### config.mk
export PLATFORM = sky130hd
export DESIGN_NAME = logic_unit
export DESIGN_NICKNAME = d
export VERILOG_FILES = /design/src/rtl/lu_pkg.sv /design/src/rtl/lu_skid_buf.sv /design/src/rtl/logic_unit.sv
export SDC_FILE = /design/constraint.sdc
export NUM_CORES = 1
export LEC_CHECK = 0
export CAP_MARGIN = 5
export CORE_ASPECT_RATIO = 0.5
export CORE_MARGIN = 10
export CORE_UTILIZATION = 40
export CTS_CLUSTER_DIAMETER = 120
export DETAILED_ROUTE_END_ITERATION = 12
export GPL_TIMING_DRIVEN = 0
export PLACE_DENSITY = 0.63
export SETUP_SLACK_MARGIN = 0.02
export SLEW_MARGIN = 10
export SYNTH_ARGS = -nofsm -noshare
export SYNTH_HDL_FRONTEND = slang
export SYNTH_SLANG_ARGS = --single-unit
### constraint.sdc
create_clock -name clk -period 3.2 [get_ports clk]
set_clock_uncertainty 0.1 [all_clocks]
set_input_delay 0.64 -clock clk [delete_from_list [all_inputs] [get_ports clk]]
set_output_delay 0.64 -clock clk [all_outputs]
set_load 0.1 [all_outputs]
### src/rtl/lu_pkg.sv
// Shared types for the bitwise logic unit: operation encoding and the
// occupancy states of its 2-entry output buffer.
package lu_pkg;

  localparam int LU_OP_W = 3;

  // All eight codes are defined; no reserved operations exist.
  typedef enum logic [LU_OP_W-1:0] {
    LU_NOT  = 3'b000,  // ~a (b ignored)
    LU_AND  = 3'b001,
    LU_OR   = 3'b010,
    LU_XOR  = 3'b011,
    LU_NAND = 3'b100,
    LU_NOR  = 3'b101,
    LU_XNOR = 3'b110,
    LU_ANDN = 3'b111   // a & ~b
  } lu_op_e;

  // Buffer occupancy: 0, 1 or 2 stored entries.
  typedef enum logic [1:0] {
    EMPTY = 2'd0,
    ONE   = 2'd1,
    FULL  = 2'd2
  } lu_state_e;

endpackage : lu_pkg

### src/rtl/lu_skid_buf.sv
// Generic 2-entry valid/ready buffer. in_ready and out_valid decode from the
// registered occupancy state only, so there is no out_ready -> in_ready path.
// Entries are delivered strictly in order; the head is always on out_data.
module lu_skid_buf #(
  parameter int DATA_W = 32
) (
  input  logic              clk,
  input  logic              rst_n,
  input  logic              in_valid,
  output logic              in_ready,
  input  logic [DATA_W-1:0] in_data,
  output logic              out_valid,
  input  logic              out_ready,
  output logic [DATA_W-1:0] out_data
);
  import lu_pkg::*;

  lu_state_e         r_state;
  lu_state_e         w_state_nxt;
  logic [DATA_W-1:0] r_mem [2];
  logic              r_wr_ptr;
  logic              r_rd_ptr;
  logic              w_push;
  logic              w_pop;

  assign in_ready  = (r_state != FULL);
  assign out_valid = (r_state != EMPTY);
  assign w_push    = in_valid  & in_ready;
  assign w_pop     = out_valid & out_ready;
  assign out_data  = r_mem[r_rd_ptr];

  // Occupancy state register.
  // NOTE: sequential state uses non-blocking (<=) so every flop samples
  // pre-edge values regardless of block evaluation order.
  always_ff @(posedge clk or negedge rst_n) begin
    if (!rst_n) r_state <= EMPTY;
    else        r_state <= w_state_nxt;
  end

  // Next-state decode from push/pop.
  // NOTE: the default assignment first means every path drives
  // w_state_nxt, so no latch is inferred.
  always_comb begin
    w_state_nxt = r_state;
    case (r_state)
      EMPTY: if (w_push) w_state_nxt = ONE;
      ONE: begin
        if (w_push && !w_pop)      w_state_nxt = FULL;
        else if (!w_push && w_pop) w_state_nxt = EMPTY;
      end
      FULL:    if (w_pop) w_state_nxt = ONE;
      default: w_state_nxt = EMPTY;
    endcase
  end

  // Entry storage with separate write and read pointers.
  // NOTE: the storage is reset (unusual for a memory) because the head entry
  // is directly visible on out_data, which must read zero after reset.
  always_ff @(posedge clk or negedge rst_n) begin
    if (!rst_n) begin
      r_mem[0] <= '0;
      r_mem[1] <= '0;
      r_wr_ptr <= 1'b0;
      r_rd_ptr <= 1'b0;
    end else begin
      if (w_push) begin
        r_mem[r_wr_ptr] <= in_data;
        r_wr_ptr        <= ~r_wr_ptr;
      end
      if (w_pop) r_rd_ptr <= ~r_rd_ptr;
    end
  end

endmodule : lu_skid_buf

### src/rtl/logic_unit.sv
// Pipelined WIDTH-bit bitwise logic unit. Decodes the op combinationally and
// stores each result in a 2-entry output buffer (lu_skid_buf).
// Optional feature macro: LU_FLAGS_EN adds res_zero / res_parity, computed at
// push time and stored alongside each result.
module logic_unit #(
  parameter int WIDTH = 32
) (
  input  logic             clk,
  input  logic             rst_n,
  input  logic             in_valid,
  output logic             in_ready,
  input  logic [2:0]       op,
  input  logic [WIDTH-1:0] a,
  input  logic [WIDTH-1:0] b,
  output logic             out_valid,
  input  logic             out_ready,
  output logic [WIDTH-1:0] res
`ifdef LU_FLAGS_EN
  ,
  output logic             res_zero,
  output logic             res_parity
`endif
);
  import lu_pkg::*;

`ifdef LU_FLAGS_EN
  localparam int DATA_W = WIDTH + 2;
`else
  localparam int DATA_W = WIDTH;
`endif

  logic [WIDTH-1:0]  w_res;
  logic [DATA_W-1:0] w_in_data;
  logic [DATA_W-1:0] w_out_data;

  // Operation decode.
  always_comb begin
    w_res = ~a;
    case (lu_op_e'(op))
      LU_NOT:  w_res = ~a;
      LU_AND:  w_res = a & b;
      LU_OR:   w_res = a | b;
      LU_XOR:  w_res = a ^ b;
      LU_NAND: w_res = ~(a & b);
      LU_NOR:  w_res = ~(a | b);
      LU_XNOR: w_res = ~(a ^ b);
      LU_ANDN: w_res = a & ~b;
      default: w_res = ~a;
    endcase
  end

`ifdef LU_FLAGS_EN
  // The "non-zero" sense is stored so that cleared storage reads back as
  // res_zero = 1, matching an all-zero res after reset.
  assign w_in_data  = {(|w_res), (^w_res), w_res};
  assign res        = w_out_data[WIDTH-1:0];
  assign res_parity = w_out_data[WIDTH];
  assign res_zero   = ~w_out_data[WIDTH+1];
`else
  assign w_in_data  = w_res;
  assign res        = w_out_data;
`endif

  lu_skid_buf #(
    .DATA_W (DATA_W)
  ) u_buf (
    .clk       (clk),
    .rst_n     (rst_n),
    .in_valid  (in_valid),
    .in_ready  (in_ready),
    .in_data   (w_in_data),
    .out_valid (out_valid),
    .out_ready (out_ready),
    .out_data  (w_out_data)
  );

endmodule : logic_unit

==> results of run 1 <==
## per-layer routing
metal	vias up	track usage [%]	part of all wire, %
li1	2776	-	-
met5	-	0	0
met4	0	4.29	1.1
met1	2952	24.4	46
met2	175	30.4	47
met3	15	3.60	6.4
## worst max-delay path, delay by kind of cell (launching register included)
kind | cells | cell delay, ns
buf+inv | 2 | 1.45
flops | 1 | 0.32
mux | 1 | 0.25
## cells by family (layout without fill, tap and decap cells)
group | after synthesis | count (layout) | share of synthesized area (%)
compound gates | 220 | 220 | 24.7
mux | 77 | 77 | 13.1
flops | 68 | 68 | 26.3
simple gates | 112 | 112 | 8.71
xor+xnor | 1 | 1 | 0.135
buf+inv | 126 | 245 | 8.46
fa+ha+maj | 96 | 96 | 18.6
## power breakdown
group	switching [µW]	leakage (µW)	total (µW)	internal (µW)
logic	2920	0.00272	4100	1180
clock network	407	0.000159	1110	704
registers	186	0.000833	1400	1220
total	3520	0.00371	6620	3100
## cell usage in the layout, fill, tap and decap left out, types with 2 or more instances in the layout
master | synthesis | final
a22o_1 | 34 | 34
and2_1 | 2 | 2
clkbuf_2 | 1 | 5
o31ai_1 | 4 | 4
a21oi_1 | 41 | 41
nand4bb_1 | 2 | 2
inv_1 | 67 | 67
mux2i_1 | 14 | 14
nor2b_1 | 16 | 16
dfrtp_1 | 68 | 68
buf_4 | 12 | 13
nand3_1 | 6 | 6
o21ai_0 | 17 | 17
o32ai_1 | 2 | 2
nand2_1 | 58 | 58
a221o_1 | 9 | 9
ha_1 | 96 | 96
clkdlybuf4s50_1 | 0 | 72
a221oi_1 | 3 | 3
buf_2 | 22 | 22
clkbuf_16 | 0 | 9
a21boi_0 | 9 | 9
clkinv_2 | 0 | 2
clkbuf_1 | 23 | 20
a32oi_1 | 26 | 26
nand2b_1 | 8 | 8
a31oi_1 | 3 | 3
o21ai_1 | 5 | 5
mux2_1 | 7 | 7
mux2_2 | 56 | 56
bufinv_16 | 0 | 2
clkdlybuf4s15_2 | 0 | 28
nor3b_1 | 2 | 2
or3_1 | 11 | 11
o2bb2ai_1 | 16 | 16
o22ai_1 | 20 | 20
o211ai_1 | 28 | 28
## cells in the mapped netlist, drive strengths merged (2+ instances only)
master   count  area (µm²)
a22o        34         298
buf         34         200
clkbuf      24        91.3
o2bb2ai     16         140
mux2i       14         140
nand2b       8        50.1
o31ai        4        30.0
a21boi       9        67.6
a221oi       3        26.3
o211ai      28         210
or3         11        68.8
a32oi       26         228
and2         2        12.5
ha          96        1200
nand3        6        30.0
a31oi        3        18.8
o22ai       20         125
nand4bb      2        22.5
dfrtp       68        1700
nor2b       16         100
inv         68         255
nand2       59         224
mux2        63         709
nor3b        2        15.0
o32ai        2        17.5
o21ai       22         110
a221o        9        90.1
nor2         2        10.0
a21oi       41         205
## worst min-delay path by stage
stage / slack [ns] / end / cells after the start
2_1_floorplan: 0.24 / u_buf.r_mem[0] / 0
3_3_place_gp: 0.36 / u_buf.r_mem[27] / 2
3_5_place_dp: 0.37 / u_buf.r_mem[0] / 2
4_1_cts: 0.08 / u_buf.r_mem[12] / 1
5_1_grt: 0.09 / u_buf.r_mem[12] / 1
6_report: 0.08 / u_buf.r_mem[12] / 1
## cell type report
| cell class | count | share of cell area [%] |
|---|---|---|
| multi-input combinational | 506 | 51.9 |
| sequential | 68 | 20.9 |
| tap | 204 | 3.14 |
| inverter | 68 | 3.14 |
| timing repair buffer | 103 | 13.2 |
| clock buffer | 10 | 2.94 |
| buffer | 58 | 3.63 |
| clock inverter | 6 | 1.06 |
## metrics by stage
step	util, %	hold slack (ns)
5_1_grt	52.0	0.0904
4_1_cts	52.1	0.0837
3_3_place_gp	49.6	0.357
3_5_place_dp	49.7	0.370
2_1_floorplan	-	0.244
6_report	52.0	0.0767
## flip-flops by register name, indices dropped and copies added (netlist names)
| signal | count |
|---|---|
| u_buf.r_rd_ptr | 1 |
| u_buf.r_mem | 64 |
| u_buf.r_wr_ptr | 1 |
| u_buf.r_state | 2 |
## repair_timing
action,CTS,global route
resized for setup,87,4
gates cloned,0,0
endpoints found under the setup margin,29,10
==> results.toml, run 1 <==
[clocking]
cts-buffers-inserted = 9
hold_buffers = 0
ctsHtreeMaxLevel = 3
cts.sink_count = 68
cts_tree = "yes"
root_buffer = "clkbuf_16"
clk_latency_ns = 0.34
clk_transition_reported_paths_ns = 0.06
postCtsSetupBuffers = 0
clock_path_buffers = 2

[die]
io_pins = 105
die_height_um = 110
core_area_um2 = 15600
rows = 32
die_x_um = 200
die_area_um2 = 22000
initial_utilization_pct = 41.4

[yosys]
synth_edf_count = 0
postSynth.asyncResetShare_pct = 100
synth_warnings = 0
synth.avg_cell_area_um2 = 9.24
ys_types = 44
synth_nets = 867
ys_seq_area_share_pct = 26.3
syn_inst = 700
synth-seq-cells = 68
syn_area_um2 = 6470
synthFlopType = "dfrtp_1"

[critical_path]
cp.required_ns = 2.46
cp_max_fo = 6
slowest_stage = "clkdlybuf4s50_1"
r2r_start = "u_buf.r_state[0]"
worstPathArrival_ns = 2.37
crit_end = "res[31]"
r2r-end = "u_buf.r_mem[49]"
r2r_cells = 5
critical_path.max_stage_delay_ns = 1.14
critPathCaptureType = "primary output"
crit_chain = "clkbuf_1 > mux2_2 > clkdlybuf4s50_1"
startpoint = "u_buf.r_rd_ptr"
r2r_slack_ns = 1.13
path_class = "reg -> out"
setup.worst_path.start_class = "flop"

[timing]
rsz0062_at_grt = "no"
post-route-period-util_pct = 97.2
tns_ns = 0
finalSetupViolations = 0
fin_ws_ns = 0.0908
clock.fmax_ghz = 0.322
fin_crit_ns = 3.11
finalHoldViolCount = 0
finalMaxSlewViolations = 0
worst_pin_slew_ns = 0.980
relSlewSlack_pct = 34.4

[layout]
fin_cells = 1023
fill_cells = 1428
layout.area.seq_um2 = 1700
syn2layout_area_growth_pct = 25.7
final_area_um2 = 8130
multi_input_area_um2 = 4220
nets = 981
insertedDiodeCount = 0
drive_above_1_share_pct = 17.9

[detailed_routing]
routedWlPerCell_um = 20.1
wirelength_mm = 20.5
vias_per_cell = 5.78
vias = 5918
ant_nets = 0
drtIter0Drc = 395
post-route-drc-count = 0
drt-pass1-iter-count = 6

[power]
ir_drop_mv = 0.816
p_leak_uw = 0.00371
power.density_nw_per_um2 = 814
finalPower_uw = 6620

[global_route]
grt_usage_pct = 18.4
grt_pass1_vias = 5907
grt_pass1_wl_mm = 31.9
grt-ovfl-total = 0
grt_max_degree = 51
grt_antenna_before_repair = 0

[placement]
place_congestion = 0.892
io_buffers = 102
dp.cells = 1007
place_ws_ns = -0.369
dp_hpwl_mm = 15.4
placed_area_um2 = 7770

[flow_run]
maxCapViolations = 0

[worst_hold_path]
hold_path.class = "in -> async"

[status]
status = "finished, final reports clean"
No activity file was read; power rests on OpenSTA's default activity.
==> run 2: changes to the inputs <==
Settings changed: CORE_ASPECT_RATIO 0.5 to unset, CORE_UTILIZATION 40 to 55, CTS_BUF_LIST set to sky130_fd_sc_hd__clkbuf_8, PLACE_DENSITY 0.63 to 0.82.
==> run 2 against run 1 <==
  * Sequential cell count unchanged
  * Largest power group unchanged
  * Largest cell class unchanged
  * Wire length down 0.48%
  * Critical path type unchanged
  * Via count up 3.2%
==> results.toml, run 2 (same netlist as run 1, synthesis figures left out) <==
[timing]
post-route-period-util_pct = 96.3
finalMaxSlewViolations = 0
finalHoldViolCount = 0
rsz0062_at_grt = "no"
tns_ns = 0
clock.fmax_ghz = 0.325
fin_crit_ns = 3.08
worst_pin_slew_ns = 0.972
relSlewSlack_pct = 35.0
finalSetupViolations = 0

[clocking]
cts-buffers-inserted = 9
ctsHtreeMaxLevel = 3
cts_tree = "yes"
cts.sink_count = 68
clk_transition_reported_paths_ns = 0.08
root_buffer = "clkbuf_8"
clk_latency_ns = 0.38
clock_path_buffers = 2

[detailed_routing]
post-route-drc-count = 0
drt-pass1-iter-count = 6
routedWlPerCell_um = 21.3
vias = 6106
wirelength_mm = 20.4
drtIter0Drc = 615
ant_nets = 0
vias_per_cell = 6.36

[die]
die_x_um = 128
core_area_um2 = 11500
die_height_um = 128
io_pins = 105
initial_utilization_pct = 56.4
die_area_um2 = 16500
rows = 39

[placement]
dp_hpwl_mm = 14.8
io_buffers = 102
place_congestion = 0.918

[critical_path]
cp_max_fo = 10
setup.worst_path.start_class = "flop"
slowest_stage = "clkdlybuf4s15_2"
critical_path.max_stage_delay_ns = 0.47
worstPathArrival_ns = 2.34
crit_buf_inv = 3
critPathCaptureType = "primary output"
r2r_slack_ns = 1.10
cp.required_ns = 2.46
path_delay_family = "buffers and inverters"
crit_chain = "clkbuf_1 > clkbuf_2 > mux2_2 > clkdlybuf4s15_2"
path_class = "reg -> out"

[layout]
insertedDiodeCount = 0
final_cell_mix = "ha_1 (96), inv_1 (69), clkdlybuf4s50_1 (69), dfrtp_1 (68), nand2_1 (58)"
drive_above_1_share_pct = 17.5
final_core_util_pct = 68.7
top_regs = "u_buf.r_mem (64), u_buf.r_state (2)"
nets = 980
largest_reg_flops = 64
final_common_cell = "ha_1"
syn2layout_area_growth_pct = 21.9
regMostFlops = "u_buf.r_mem"
fill_cells = 869

[power]
seq_power_share_pct = 22.7
power.density_nw_per_um2 = 785
switching_share_pct = 56.3
pwr-share-clk_pct = 10.8
intPower_uw = 2710
p_leak_uw = 0.00367
ir_drop_mv = 0.859
power_frac_comb_pct = 66.5
finalPower_uw = 6190
power_switching_uw = 3480

[global_route]
grt-ovfl-total = 0
grt_pass1_wl_mm = 32.3
grt_usage_pct = 24.3
grt_max_degree = 69
grt_pass1_vias = 6435
grt_antenna_before_repair = 0

[status]
status = "finished, final reports clean"

[worst_hold_path]
hold_path.class = "in -> async"

[flow_run]
maxCapViolations = 0
run 2: cell types whose count changed in the layout (fill, tap and decap cells not counted), moves of 2 or more:
cell             before  now
bufinv_16             2    0
clkbuf_16             9    0
clkbuf_8              1   11
clkdlybuf4s50_1      72   69
dlymetal6s2s_1        0    3
inv_1                67   69
run 2: layout make-up:
class | instances | area [µm²] | share of cell area (%)
tap | 143 | 179 | 2.27
clock inverter | 4 | 17.5 | 0.222
buffer | 58 | 295 | 3.75
sequential | 68 | 1700 | 21.6
multi-input combinational | 506 | 4220 | 53.5
inverter | 68 | 255 | 3.24
clock buffer | 11 | 151 | 1.92
timing repair buffer | 102 | 1060 | 13.5
run 2: final timing paths:
kind / from / end / cells past startpoint
min in group clk: u_buf.r_mem[56] / u_buf.r_mem[56] / 2
setup / recovery: u_buf.r_rd_ptr / res[20] / 4
hold / removal: rst_n / u_buf.r_mem[61] / 1
setup reg to reg: u_buf.r_state[0] / u_buf.r_mem[45] / 5
max in group asynchronous: rst_n / u_buf.r_mem[24] / 1
hold reg to reg: u_buf.r_mem[56] / u_buf.r_mem[56] / 2
run 2: layer usage:
layer / global-route usage (%) / share of wire (%)
met3: 7.19 / 9.7
met4: 11.6 / 3.2
met5: 0 / 0
met2: 39.8 / 47
met1: 28.6 / 40
run 2: power groups by stage:
stage | clock network [µW] | registers, µW | logic (µW)
after global routing | 704 | 1440 | 4300
final | 670 | 1400 | 4120
after global placement | 0 | 1380 | 4110
after detailed placement | 0 | 1410 | 4170
after floorplan | 0 | 1350 | 3240
after CTS | 669 | 1400 | 4120
run 2: what timing repair did:
action,4_1_cts,5_1_grt
cloned,0,0
setup buffers,0,0
hold buffers,0,0
resized for setup,90,3
endpoints found under the setup margin,29,3
run 2: per-stage QoR:
step	hold slack, ns	cell area, µm²	setup slack [ns]	std cells
finish	0.271	7880	0.119	960
global route	0.346	7880	0.0381	960
CTS	0.310	7870	0.0443	960
detailed placement	0.360	7660	-0.280	945
global placement	0.356	7670	-0.743	945
floorplan	0.244	6470	1.00	700
==> run 3: changes to the inputs <==
Clock period 3.2 ns to 3.8 ns, I/O delays scaled along.
==> run 3 against run 2 <==
  * Count of clock-buffer cells in the layout stayed put
  * Die area did not move
  * Core utilization is 0.55 points lower
  * Register-to-register slack gained 0.58 ns
  * Total power is 17% lower
  * Wire length fell by 0.32%
  * Worst hold slack improved by 0.11 ns
  * Sequential cell count unchanged
  * Clock power decreased by 16%
  * Global-route usage shrank 0.051 points
  * Via count hardly changed
  * Critical path type unchanged
==> results.toml, run 3 (same netlist as run 1, synthesis figures left out) <==
[clocking]
postCtsSetupBuffers = 0
clock_path_buffers = 2
cts_tree = "yes"
clk_latency_ns = 0.38
ctsHtreeMaxLevel = 3
cts.sink_count = 68
hold_buffers = 0
clk_transition_reported_paths_ns = 0.07
cts-buffers-inserted = 9
root_buffer = "clkbuf_8"

[detailed_routing]
ant_nets = 0
wirelength_mm = 20.4
drt-pass1-iter-count = 6
routedWlPerCell_um = 21.2
vias_per_cell = 6.36
drtIter0Drc = 661
vias = 6108
post-route-drc-count = 0

[die]
core_area_um2 = 11500
die_area_um2 = 16500
rows = 39
die_x_um = 128
die_height_um = 128
io_pins = 105
initial_utilization_pct = 56.4

[placement]
placed_area_um2 = 7660
dp_hpwl_mm = 14.8
place_ws_ns = 0.200
place_congestion = 0.918
io_buffers = 102

[critical_path]
crit_end = "res[22]"
crit_cells = 4
r2r_start = "u_buf.r_state[0]"
cp_max_fo = 10
crit_buf_inv = 3
path_delay_family = "buffers and inverters"
cp.required_ns = 2.94
crit_chain = "clkbuf_1 > clkbuf_1 > mux2_2 > dlygate4sd2_1"
r2r_slack_ns = 1.68
worstPathArrival_ns = 2.71
critPathCaptureType = "primary output"
r2r_cells = 6
r2r-end = "u_buf.r_mem[38]"
slowest_stage = "dlygate4sd2_1"
path_common_cell = "clkbuf_1"
startpoint = "u_buf.r_rd_ptr"
path_class = "reg -> out"
setup.worst_path.start_class = "flop"
critical_path.max_stage_delay_ns = 0.86

[global_route]
grt_pass1_wl_mm = 32.2
grt_usage_pct = 24.2
grt_pass1_vias = 6417
grt_max_degree = 69
grt_antenna_before_repair = 0
grt-ovfl-total = 0

[timing]
finalHoldViolCount = 0
finalMaxSlewViolations = 0
post-route-period-util_pct = 94.0
relSlewSlack_pct = 34.1
fin_crit_ns = 3.57
fin_ws_ns = 0.229
worst_pin_slew_ns = 0.992
clock.fmax_ghz = 0.280
finalSetupViolations = 0
rsz0062_at_grt = "no"

[layout]
insertedDiodeCount = 0
final_cell_mix = "ha_1 (96), clkdlybuf4s50_1 (72), inv_1 (69), dfrtp_1 (68), nand2_1 (58)"
drive_above_1_share_pct = 13.8
top_regs = "u_buf.r_mem (64), u_buf.r_state (2)"
largest_reg_flops = 64
nets = 980
regMostFlops = "u_buf.r_mem"
final_area_um2 = 7820
final_common_cell = "ha_1"
syn2layout_area_growth_pct = 20.9

[power]
pwr-share-clk_pct = 11.0
switching_share_pct = 56.9
ir_drop_mv = 0.703
seq_power_share_pct = 22.9
power_switching_uw = 2930
finalPower_uw = 5140
power_frac_comb_pct = 66.1
intPower_uw = 2220
power.density_nw_per_um2 = 658
p_leak_uw = 0.00365

[status]
status = "finished, final reports clean"

[flow_run]
maxCapViolations = 0

[worst_hold_path]
hold_path.class = "reg -> reg"
==> run 3: cell types whose count changed in the layout (fill, tap and decap cells not counted) <==
cell             change
clkdlybuf4s50_1      +3
clkdlybuf4s15_1     +15
clkdlybuf4s15_2     -29
dlymetal6s2s_1       -3
dlygate4sd2_1       +14
clkbuf_1             +1
clkbuf_2             -1
==> run 3: timing repair <==
action / CTS / global route
setup endpoints to repair: 29 / 20
gates resized for setup: 29 / 21
hold endpoints to repair: 0 / 0
==> run 3: how the worst min path moves through the flow <==
stage / startpoint / endpoint / slack [ns] / depth (start not counted)
floorplan: u_buf.r_mem[24] / u_buf.r_mem[24] / 0.34 / 2
detailed placement: u_buf.r_mem[24] / u_buf.r_mem[24] / 0.36 / 2
CTS: u_buf.r_mem[27] / u_buf.r_mem[27] / 0.38 / 2
finish: u_buf.r_mem[56] / u_buf.r_mem[56] / 0.38 / 2
global placement: u_buf.r_mem[27] / u_buf.r_mem[27] / 0.36 / 2
global route: u_buf.r_mem[32] / u_buf.r_mem[32] / 0.40 / 2
==> run 3: final cells by class <==
class | count | area (µm²)
inverter | 68 | 255
timing repair buffer | 102 | 1000
multi-input combinational | 506 | 4220
clock buffer | 11 | 151
buffer | 58 | 294
fill | 874 | 3650
clock inverter | 4 | 17.5
sequential | 68 | 1700
tap | 143 | 179
==> run 3: worst reg2reg max path, stage by stage (launching register included) <==
cell and delay (ns):
dfrtp_1 0.41, nand2b_1 0.15, clkbuf_2 0.15, nand3b_1 0.10, buf_2 0.25, clkbuf_1 0.60, a22o_1 0.29
==> run 3: layer usage <==
layer | wire length [µm] | vias up | part of all wire, % | GRT usage [%]
met2 | 9570 | 347 | 47 | 39.7
met1 | 8370 | 2928 | 41 | 28.5
met4 | 646 | 0 | 3.2 | 11.7
met5 | 0 | - | 0 | 0
li1 | - | 2770 | - | -
met3 | 1770 | 63 | 8.7 | 7.10
==> run 3: stage by stage <==
stage               TNS, ns  cells  utilization [%]  hold slack (ns)
global route              0    960             68.2            0.397
CTS                       0    960             68.0            0.380
global placement     -17.40    945             66.9            0.356
detailed placement        0    945             66.8            0.360
floorplan                 0    700                -            0.343
finish                    0    960             68.2            0.381
==> run 3: power groups by stage <==
stage	registers [µW]	logic [µW]	clock network [µW]
floorplan	1140	2730	0
global placement	1170	3460	0
detailed placement	1190	3510	0
CTS	1180	3370	564
global route	1220	3550	593
finish	1180	3400	565
